<file path="config.mk">
export PLATFORM = sky130hd
export DESIGN_NAME = rv32_issue_scoreboard
export DESIGN_NICKNAME = d
export VERILOG_FILES = /design/src/rtl/rv32_issue_scoreboard.sv
export SDC_FILE = /design/constraint.sdc
export NUM_CORES = 1
export LEC_CHECK = 0
export ABC_AREA = 1
export CAP_MARGIN = 5
export CORE_MARGIN = 4
export CORE_UTILIZATION = 33
export DETAILED_ROUTE_END_ITERATION = 16
export GPL_TIMING_DRIVEN = 0
export PLACE_DENSITY_LB_ADDON = 0.3
export SLEW_MARGIN = 40
export SYNTH_ARGS = -nofsm -noshare
export SYNTH_HDL_FRONTEND = slang
export SYNTH_SLANG_ARGS = --single-unit
</file>
<file path="constraint.sdc">
create_clock -name i_clk -period 7.4 [get_ports i_clk]
set_input_delay 1.48 -clock i_clk [delete_from_list [all_inputs] [get_ports i_clk]]
set_output_delay 1.48 -clock i_clk [all_outputs]
set_load 0.01 [all_outputs]
</file>
<file path="src/rtl/rv32_issue_scoreboard.sv">
// rv32_issue_scoreboard
// Issue controller between decode and execute. A small saturating counter per
// architectural register tracks writes that have issued but not yet retired.
// A decoded instruction is held while it reads a register with a pending write
// (RAW), while its destination counter is full, or, for serialising
// instructions, until no write is outstanding at all (DRAIN state).
module rv32_issue_scoreboard #(
  parameter int CNT_W  = 2,
  parameter int PERF_W = 32
) (
  input  logic              i_clk,
  input  logic              i_rst,
  input  logic              i_id_valid,
  input  logic [4:0]        i_id_rs1,
  input  logic [4:0]        i_id_rs2,
  input  logic [1:0]        i_id_use_rs,
  input  logic [4:0]        i_id_rd,
  input  logic              i_id_register_wb,
  input  logic              i_id_serialize,
  input  logic              i_id_flush,
  input  logic              i_ex_ready,
  input  logic              i_rt_valid,
  input  logic [4:0]        i_rt_rd,
  output logic              o_id_issue,
  output logic              o_id_stall,
  output logic              o_sb_busy,
  output logic              o_sb_state,
  output logic              o_sb_err,
  output logic [PERF_W-1:0] o_stall_cycles
);

  typedef enum logic {
    ST_RUN   = 1'b0,
    ST_DRAIN = 1'b1
  } state_t;

  localparam logic [CNT_W-1:0] CNT_MAX = '1;
  localparam logic [CNT_W-1:0] CNT_ONE = CNT_W'(1);

  // Entry 0 is reset and never incremented, so x0 always reads as idle.
  logic [CNT_W-1:0]  r_cnt [32];
  state_t            r_state;
  logic              r_err;
  logic [PERF_W-1:0] r_stall_cycles;

  state_t w_state_nxt;
  logic   w_busy;
  logic   w_raw;
  logic   w_sat;
  logic   w_ser_ok;
  logic   w_fire_ok;
  logic   w_issue;
  logic   w_stall;
  logic   w_inc;
  logic   w_dec;
  logic   w_same;
  logic   w_dec_ok;
  logic   w_err_set;

  // Scoreboard is busy while any tracked register has a write in flight.
  always_comb begin
    w_busy = 1'b0;
    for (int i = 1; i < 32; i++) begin
      if (r_cnt[i] != '0) w_busy = 1'b1;
    end
  end

  // Hazards are evaluated from registered counts only; a retire in this same
  // cycle does not release the held instruction until the next cycle.
  assign w_raw = (i_id_use_rs[0] & (i_id_rs1 != 5'd0) & (r_cnt[i_id_rs1] != '0))
               | (i_id_use_rs[1] & (i_id_rs2 != 5'd0) & (r_cnt[i_id_rs2] != '0));
  assign w_sat = i_id_register_wb & (i_id_rd != 5'd0) & (r_cnt[i_id_rd] == CNT_MAX);
  assign w_ser_ok  = ~i_id_serialize | ~w_busy;
  assign w_fire_ok = i_id_valid & ~i_id_flush & i_ex_ready & ~w_raw & ~w_sat & w_ser_ok;

  // Issue decision and next-state: RUN issues anything that is hazard free;
  // DRAIN only lets the waiting serialising instruction through.
  always_comb begin
    // NOTE: every output of this block gets a default first so no path can
    // leave it unassigned, which would otherwise infer a latch.
    w_state_nxt = r_state;
    w_issue     = 1'b0;
    case (r_state)
      ST_RUN: begin
        w_issue = w_fire_ok;
        if (i_id_valid & i_id_serialize & ~i_id_flush & w_busy) w_state_nxt = ST_DRAIN;
      end
      ST_DRAIN: begin
        w_issue = w_fire_ok & i_id_serialize;
        if (~i_id_valid | i_id_flush | ~i_id_serialize | w_issue) w_state_nxt = ST_RUN;
      end
      default: w_state_nxt = ST_RUN;
    endcase
  end

  assign w_stall  = i_id_valid & ~w_issue & ~i_id_flush;
  assign w_inc    = w_issue & i_id_register_wb & (i_id_rd != 5'd0);
  assign w_dec    = i_rt_valid & (i_rt_rd != 5'd0);
  assign w_same   = w_inc & w_dec & (i_id_rd == i_rt_rd);
  assign w_dec_ok = w_dec & ~w_same & (r_cnt[i_rt_rd] != '0);
  assign w_err_set = w_dec & ~w_same & (r_cnt[i_rt_rd] == '0);

  // FSM state register.
  always_ff @(posedge i_clk) begin
    // NOTE: sequential state uses non-blocking assignments so every flop
    // samples pre-edge values regardless of statement order.
    if (i_rst) r_state <= ST_RUN;
    else       r_state <= w_state_nxt;
  end

  // Per-register pending-write counters; an issue and a retire to the same
  // register in one cycle cancel out.
  always_ff @(posedge i_clk) begin
    if (i_rst) begin
      // NOTE: this counter array is deliberately reset in full; stale counts
      // after reset would stall decode forever.
      for (int i = 0; i < 32; i++) r_cnt[i] <= '0;
    end else begin
      if (w_inc & ~w_same) r_cnt[i_id_rd] <= r_cnt[i_id_rd] + CNT_ONE;
      if (w_dec_ok)        r_cnt[i_rt_rd] <= r_cnt[i_rt_rd] - CNT_ONE;
    end
  end

  // Sticky error flag for a retire that matches no in-flight write.
  always_ff @(posedge i_clk) begin
    if (i_rst)          r_err <= 1'b0;
    else if (w_err_set) r_err <= 1'b1;
  end

  // Saturating stall-cycle performance counter.
  always_ff @(posedge i_clk) begin
    if (i_rst)                             r_stall_cycles <= '0;
    else if (w_stall & ~&r_stall_cycles)   r_stall_cycles <= r_stall_cycles + PERF_W'(1);
  end

  assign o_id_issue     = w_issue;
  assign o_id_stall     = w_stall;
  assign o_sb_busy      = w_busy;
  assign o_sb_state     = r_state;
  assign o_sb_err       = r_err;
  assign o_stall_cycles = r_stall_cycles;

endmodule
</file>
==> results.toml, run 1 <==
[run]
cap_violations = 0

[global_route]
met2_usage_pct = 37.8
grt_use_met1_pct = 33.2
grt_pass1_wl_mm = 50.1
gr-max-usage-layer = "met2"
antenna_found_initial = 0
grt_max_degree = 20
first_global_vias = 8548
grt_overflow = 0
met3_usage_pct = 3.78
grtUsageTotal_pct = 24.6

[yosys]
synth_edf_count = 64
synth_area_leaders = "edfxtp_1, nand4_1, dfxtp_1"
yosys_warnings = 0
ys_types = 36
synth_top_area_share_pct = 24.7
async_reset_ff_share_pct = 0
synth_seq_cells = 98
synth-main-ff-cell = "edfxtp_1"
syn_inst = 1118
synth.top_cells.by_count = "nand4_1, nand2_1, nand3_1"
synth_seq_area_share_pct = 33.5
syn-cell-area_sq_um = 7780
avgSynthCellArea_sq_um = 6.96
synth_area_leader_cell = "edfxtp_1"
synth_most_common_cell = "nand4_1"

[sta]
slew_viol_final = 0
setup_slack_ps = 284
period_share_pct = 96.2
finalSetupViolCount = 0
hold_viol_final = 0
rsz0062_at_grt = "no"
layout_min_cycle_time_ps = 7120
whs_ps = 457
worstMarginPinSlew_ps = 870
skew_ps = 13.4
slew_headroom_pct = 41.6
max_freq_ghz = 0.141

[detailed_routing]
route.vias.total = 9072
dr.pass1.iters = 6
ant_nets = 0
via_per_inst = 6.00
drc = 0
wl_per_cell_microns = 21.9
drtIter0Drc = 1027
routed_wl_mm = 33.2

[setup_path]
crit_top_cell = "nand2_1"
crit_type = "primary input to output port"
crit_path_start_kind = "primary input"
path_cells = "clkdlybuf4s50_1 > inv_1 > nor3_4 > nand2_1 > nand2_1 > a221oi_1 > nand2_1 > buf_2 > inv_1 > ha_1 > nand2_1 > nand3_1 > a21oi_1 > nand2_1 > nor2_2 > nand2_1 > buf_2 > inv_1 > clkdlybuf4s50_1"
worstPathMaxFanout = 10
arrival_ps = 5640
slowest_delay_ps = 660
crit_required_ps = 5920
end_kind = "output port"
crit_path_top_delay_cell = "clkdlybuf4s50_1"

[cells_and_area]
syn_to_final_growth_pct = 18.2
finalNetCount = 1227
drive_above_1_share_pct = 5.67
n_antenna_cell = 0
design_area_sq_um = 9200
fin_util_pct = 40.1
layout.cells.non_filler = 1512

[floorplan]
ios = 67
start_util_pct = 34.0
core_area_sq_um = 22900
dieWidth_microns = 162
fp-row-count = 55
die_y_microns = 162
die_area_sq_um = 26100

[clock_tree]
cts_buffers = 9
htreeDepth = 3
clockBufferDepth = 2
cts_tree = "yes"
clock-sinks = 98
path_clk_slew_ps = 70
cts_root_buffer = "clkbuf_16"
cts_hold_buf = 0
insertion_delay_ps = 370

[power]
ir_drop_v = 0.000116
p_switching_mw = 0.475
p_int_mw = 0.947
power_frac_comb_pct = 20.5
switching_share_pct = 33.4
leakage_nw = 3.14
powerDensity_nw_per_um2 = 155
p_seq_share_pct = 43.8
clkPwrFrac_pct = 35.7

[placement]
place_area_sq_um = 8810
io_buffers = 63
dp_cells = 1495
finalWeightedCongestion = 1.00
pre_cts_slack_ps = -216
hpwl_mm = 25.6

[worst_hold_path]
min_path_type = "flop to flop"

[outcome]
status = "finished clean"
-- final timing paths --
check               start  slack (ps)  cells after the start           end
max reg2reg  r_cnt[23][0]        3290                     11  r_cnt[31][1]
min              o_sb_err         460                      2      o_sb_err
max            i_id_rd[3]         280                     19    o_id_issue
min reg2reg      o_sb_err         460                      2      o_sb_err
-- through the flow --
stage | power [mW] | TNS (ps)
4_1_cts | 1.41 | 0
5_1_grt | 1.47 | 0
6_report | 1.42 | 0
2_1_floorplan | 0.789 | 0
3_5_place_dp | 0.910 | -408
3_3_place_gp | 0.910 | -348
-- flip-flops by register name, summed over array words and instances (netlist names) --
signal	flops
o_sb_err	1
o_stall_cycles	32
o_sb_state	1
r_cnt	64
-- layout make-up --
class	count	area, sq um
well taps	313	392
clock buffers	9	225
clock inverters	7	90.1
repair buffers	64	643
multi-input cells	826	4420
flip-flops and latches	98	2600
fillers	2409	13700
plain buffers	88	428
inverters	107	402
-- critical path, delay by kind of cell --
family / cells / cell delay [ps]
AO/OA/AOI/OAI: 2 / 300
AND/OR/NAND/NOR: 9 / 1510
buffers and inverters: 7 / 2130
adder cells (fa/ha/maj): 1 / 190
-- power groups by stage --
stage | logic (mW) | registers [mW] | clock network [mW]
2_1_floorplan | 0.170 | 0.620 | 0
3_3_place_gp | 0.277 | 0.633 | 0
3_5_place_dp | 0.277 | 0.633 | 0
4_1_cts | 0.278 | 0.621 | 0.514
5_1_grt | 0.310 | 0.623 | 0.535
6_report | 0.292 | 0.622 | 0.508
-- routing by layer --
metal / vias up / wire (microns)
met5: - / 0
met4: 0 / 1860
met3: 121 / 3380
met2: 553 / 14500
met1: 4184 / 13400
li1: 4214 / -
-- placed cells by master (no fill, tap or decap), drive strengths merged, types with 3 or more instances in the layout --
| cell type | instances |
|---|---|
| clkdlybuf4s50 | 61 |
| inv | 110 |
| a22oi | 11 |
| nor3b | 3 |
| xor2 | 29 |
| clkinv | 3 |
| o211ai | 3 |
| nor4 | 10 |
| nand4 | 143 |
| o22ai | 36 |
| nor3 | 39 |
| buf | 37 |
| ha | 3 |
| o221ai | 15 |
| edfxtp | 64 |
| dfxtp | 34 |
| nor2 | 99 |
| clkbuf | 61 |
| o21ai | 129 |
| nand3 | 125 |
| a21oi | 36 |
| nand2 | 134 |
-- cell families after synthesis --
| kind of cell | synth area share (%) |
|---|---|
| other | 0.0482 |
| and+or+nand+nor | 34.8 |
| xor gates and xnor gates | 3.49 |
| buffers and inverters | 10.7 |
| AOI/OAI and AO/OA | 17.1 |
| DFF | 33.5 |
| adders and majority gates | 0.483 |
-- repair_timing --
item	in CTS	in global routing
buffers inserted	0	1
resized for setup	3	11
setup endpoints to repair	2	2
gates cloned	0	0
pin swaps	0	1
Power figures use the tool's default switching activity.
==> run 2, diff against run 1 <==
--- a/config.mk
+++ b/config.mk
@@ -7,11 +7,12 @@
 export LEC_CHECK = 0
 export ABC_AREA = 1
 export CAP_MARGIN = 5
+export CORE_ASPECT_RATIO = 1.4
 export CORE_MARGIN = 4
 export CORE_UTILIZATION = 33
 export DETAILED_ROUTE_END_ITERATION = 16
 export GPL_TIMING_DRIVEN = 0
-export PLACE_DENSITY_LB_ADDON = 0.3
+export PLACE_DENSITY = 0.57
 export SLEW_MARGIN = 40
 export SYNTH_ARGS = -nofsm -noshare
 export SYNTH_HDL_FRONTEND = slang
==> results.toml, run 2 (synthesis results as in run 1) <==
[outcome]
status = "finished clean"

[run]
cap_violations = 0

[power]
switching_share_pct = 32.2
clkPwrFrac_pct = 36.0
ir_drop_v = 0.000110
power_frac_comb_pct = 21.0
p_switching_mw = 0.463
total_power_mw = 1.44
p_int_mw = 0.978
p_seq_share_pct = 43.0
leakage_nw = 3.11
powerDensity_nw_per_um2 = 158

[setup_path]
path_cells = "buf_2 > inv_1 > nor2_1 > inv_1 > buf_2 > o221ai_1 > a221oi_1 > nand2_1 > buf_2 > inv_1 > ha_1 > nand2_1 > nand3_1 > a21oi_1 > nand2_1 > nor2_2 > nand2_1 > buf_2 > inv_1 > clkdlybuf4s50_1"
path_buf_inv = 9
crit_required_ps = 5920
slowest_delay_ps = 560
crit_path_top_delay_cell = "nor2_1"
worstPathMaxFanout = 10
reg2reg_slack_ps = 3250
crit_type = "primary input to output port"
cp_top_family = "buffers and inverters"
crit_path_start_kind = "primary input"
arrival_ps = 5750
end_kind = "output port"

[cells_and_area]
largest_register = "r_cnt"
drive_above_1_share_pct = 4.84
final_cell_mix = "nand4_1, nand2_1, nand3_1"
n_antenna_cell = 0
syn_to_final_growth_pct = 17.3
fin_util_pct = 39.3
fillers = 2483
largest_register_ffs = 64
final_common_cell = "nand4_1"
finalNetCount = 1226

[clock_tree]
cts_resized = 0
cts_buffers = 9
htreeDepth = 3
clockBufferDepth = 2
cts_tree = "yes"
path_clk_slew_ps = 70
cts_setup_buffers = 0
cts_root_buffer = "clkbuf_16"
clock-sinks = 98
cts_hold_buf = 0
insertion_delay_ps = 360

[detailed_routing]
routed_wl_mm = 35.8
via_per_inst = 6.11
dr.pass1.iters = 7
drtIter0Drc = 955
wl_per_cell_microns = 23.8
route.vias.total = 9191
drc = 0
ant_nets = 0

[sta]
layout_min_cycle_time_ps = 7230
max_freq_ghz = 0.138
rsz0062_at_grt = "no"
period_share_pct = 97.7
hold_viol_final = 0
slew_viol_final = 0
finalSetupViolCount = 0
tns_ps = 0
slew_headroom_pct = 39.8
skew_ps = 7.43
worstMarginPinSlew_ps = 903

[placement]
hpwl_mm = 27.7
finalWeightedCongestion = 0.981
io_buffers = 63

[floorplan]
dieWidth_microns = 138
die_area_sq_um = 26100
core_area_sq_um = 23200
ios = 67
start_util_pct = 33.5
fp-row-count = 66
die_y_microns = 190

[global_route]
grtUsageTotal_pct = 27.1
grt_max_degree = 16
antenna_found_initial = 0
grt_overflow = 0
first_global_vias = 9049
grt_pass1_wl_mm = 53.1

[worst_hold_path]
min_path_type = "flop to flop"
-- run 2: cell count changes in the layout (fill, tap and decap cells not counted), sizes merged --
cell / delta
buf: -1
clkbuf: +4
clkdlybuf4s50: +2
dlymetal6s2s: -2
inv: -4
-- run 2: power groups by stage --
stage | clock network, mW | registers (mW) | logic (mW)
after global placement | 0 | 0.631 | 0.291
after detailed placement | 0 | 0.631 | 0.291
after CTS | 0.523 | 0.618 | 0.292
after global routing | 0.541 | 0.621 | 0.319
final | 0.518 | 0.620 | 0.303
after floorplan | 0 | 0.620 | 0.170
-- run 2: final timing paths --
| kind | start | end | depth (start not counted) |
|---|---|---|---|
| setup reg to reg | r_cnt[15][0] | r_cnt[10][1] | 11 |
| hold reg to reg | o_sb_err | o_sb_err | 2 |
| setup / recovery | i_id_rd[1] | o_id_issue | 20 |
| hold / removal | o_sb_err | o_sb_err | 2 |
-- run 2: routing by layer --
layer  track usage (%)  vias to the layer above  routed length, microns
met1              30.0                     4258                   12800
li1                  -                     4224                       -
met5                 0                        -                       0
met3              4.15                      162                    2590
met2              45.7                      547                   17300
met4              20.9                        0                    2990
-- run 2: worst register-to-register path, delay by kind of cell (launching register included) --
kind / cells / cell delay, ps
buffers and inverters: 3 / 1020
adders and majority gates: 1 / 260
and+or+nand+nor: 5 / 1440
AOI/OAI and AO/OA: 2 / 640
DFF: 1 / 500
-- run 2: layout make-up --
| class | count | area, sq um | area share (%) |
|---|---|---|---|
| Inverter | 107 | 402 | 4.40 |
| Clock inverter | 3 | 41.3 | 0.453 |
| Clock buffer | 13 | 283 | 3.10 |
| Timing Repair Buffer | 63 | 631 | 6.91 |
| Buffer | 88 | 430 | 4.72 |
| Multi-Input combinational cell | 826 | 4350 | 47.7 |
| Tap cell | 306 | 383 | 4.20 |
| Sequential cell | 98 | 2600 | 28.5 |
-- run 2: metrics by stage --
stage / cells / setup WS (ps) / hold slack (ps) / cell area (sq um)
CTS: 1504 / 239 / 452 / 9120
global route: 1504 / 16.9 / 468 / 9120
finish: 1504 / 167 / 451 / 9120
floorplan: 1119 / 1910 / 474 / 7780
global placement: 1488 / 212 / 441 / 8800
detailed placement: 1488 / 257 / 441 / 8800
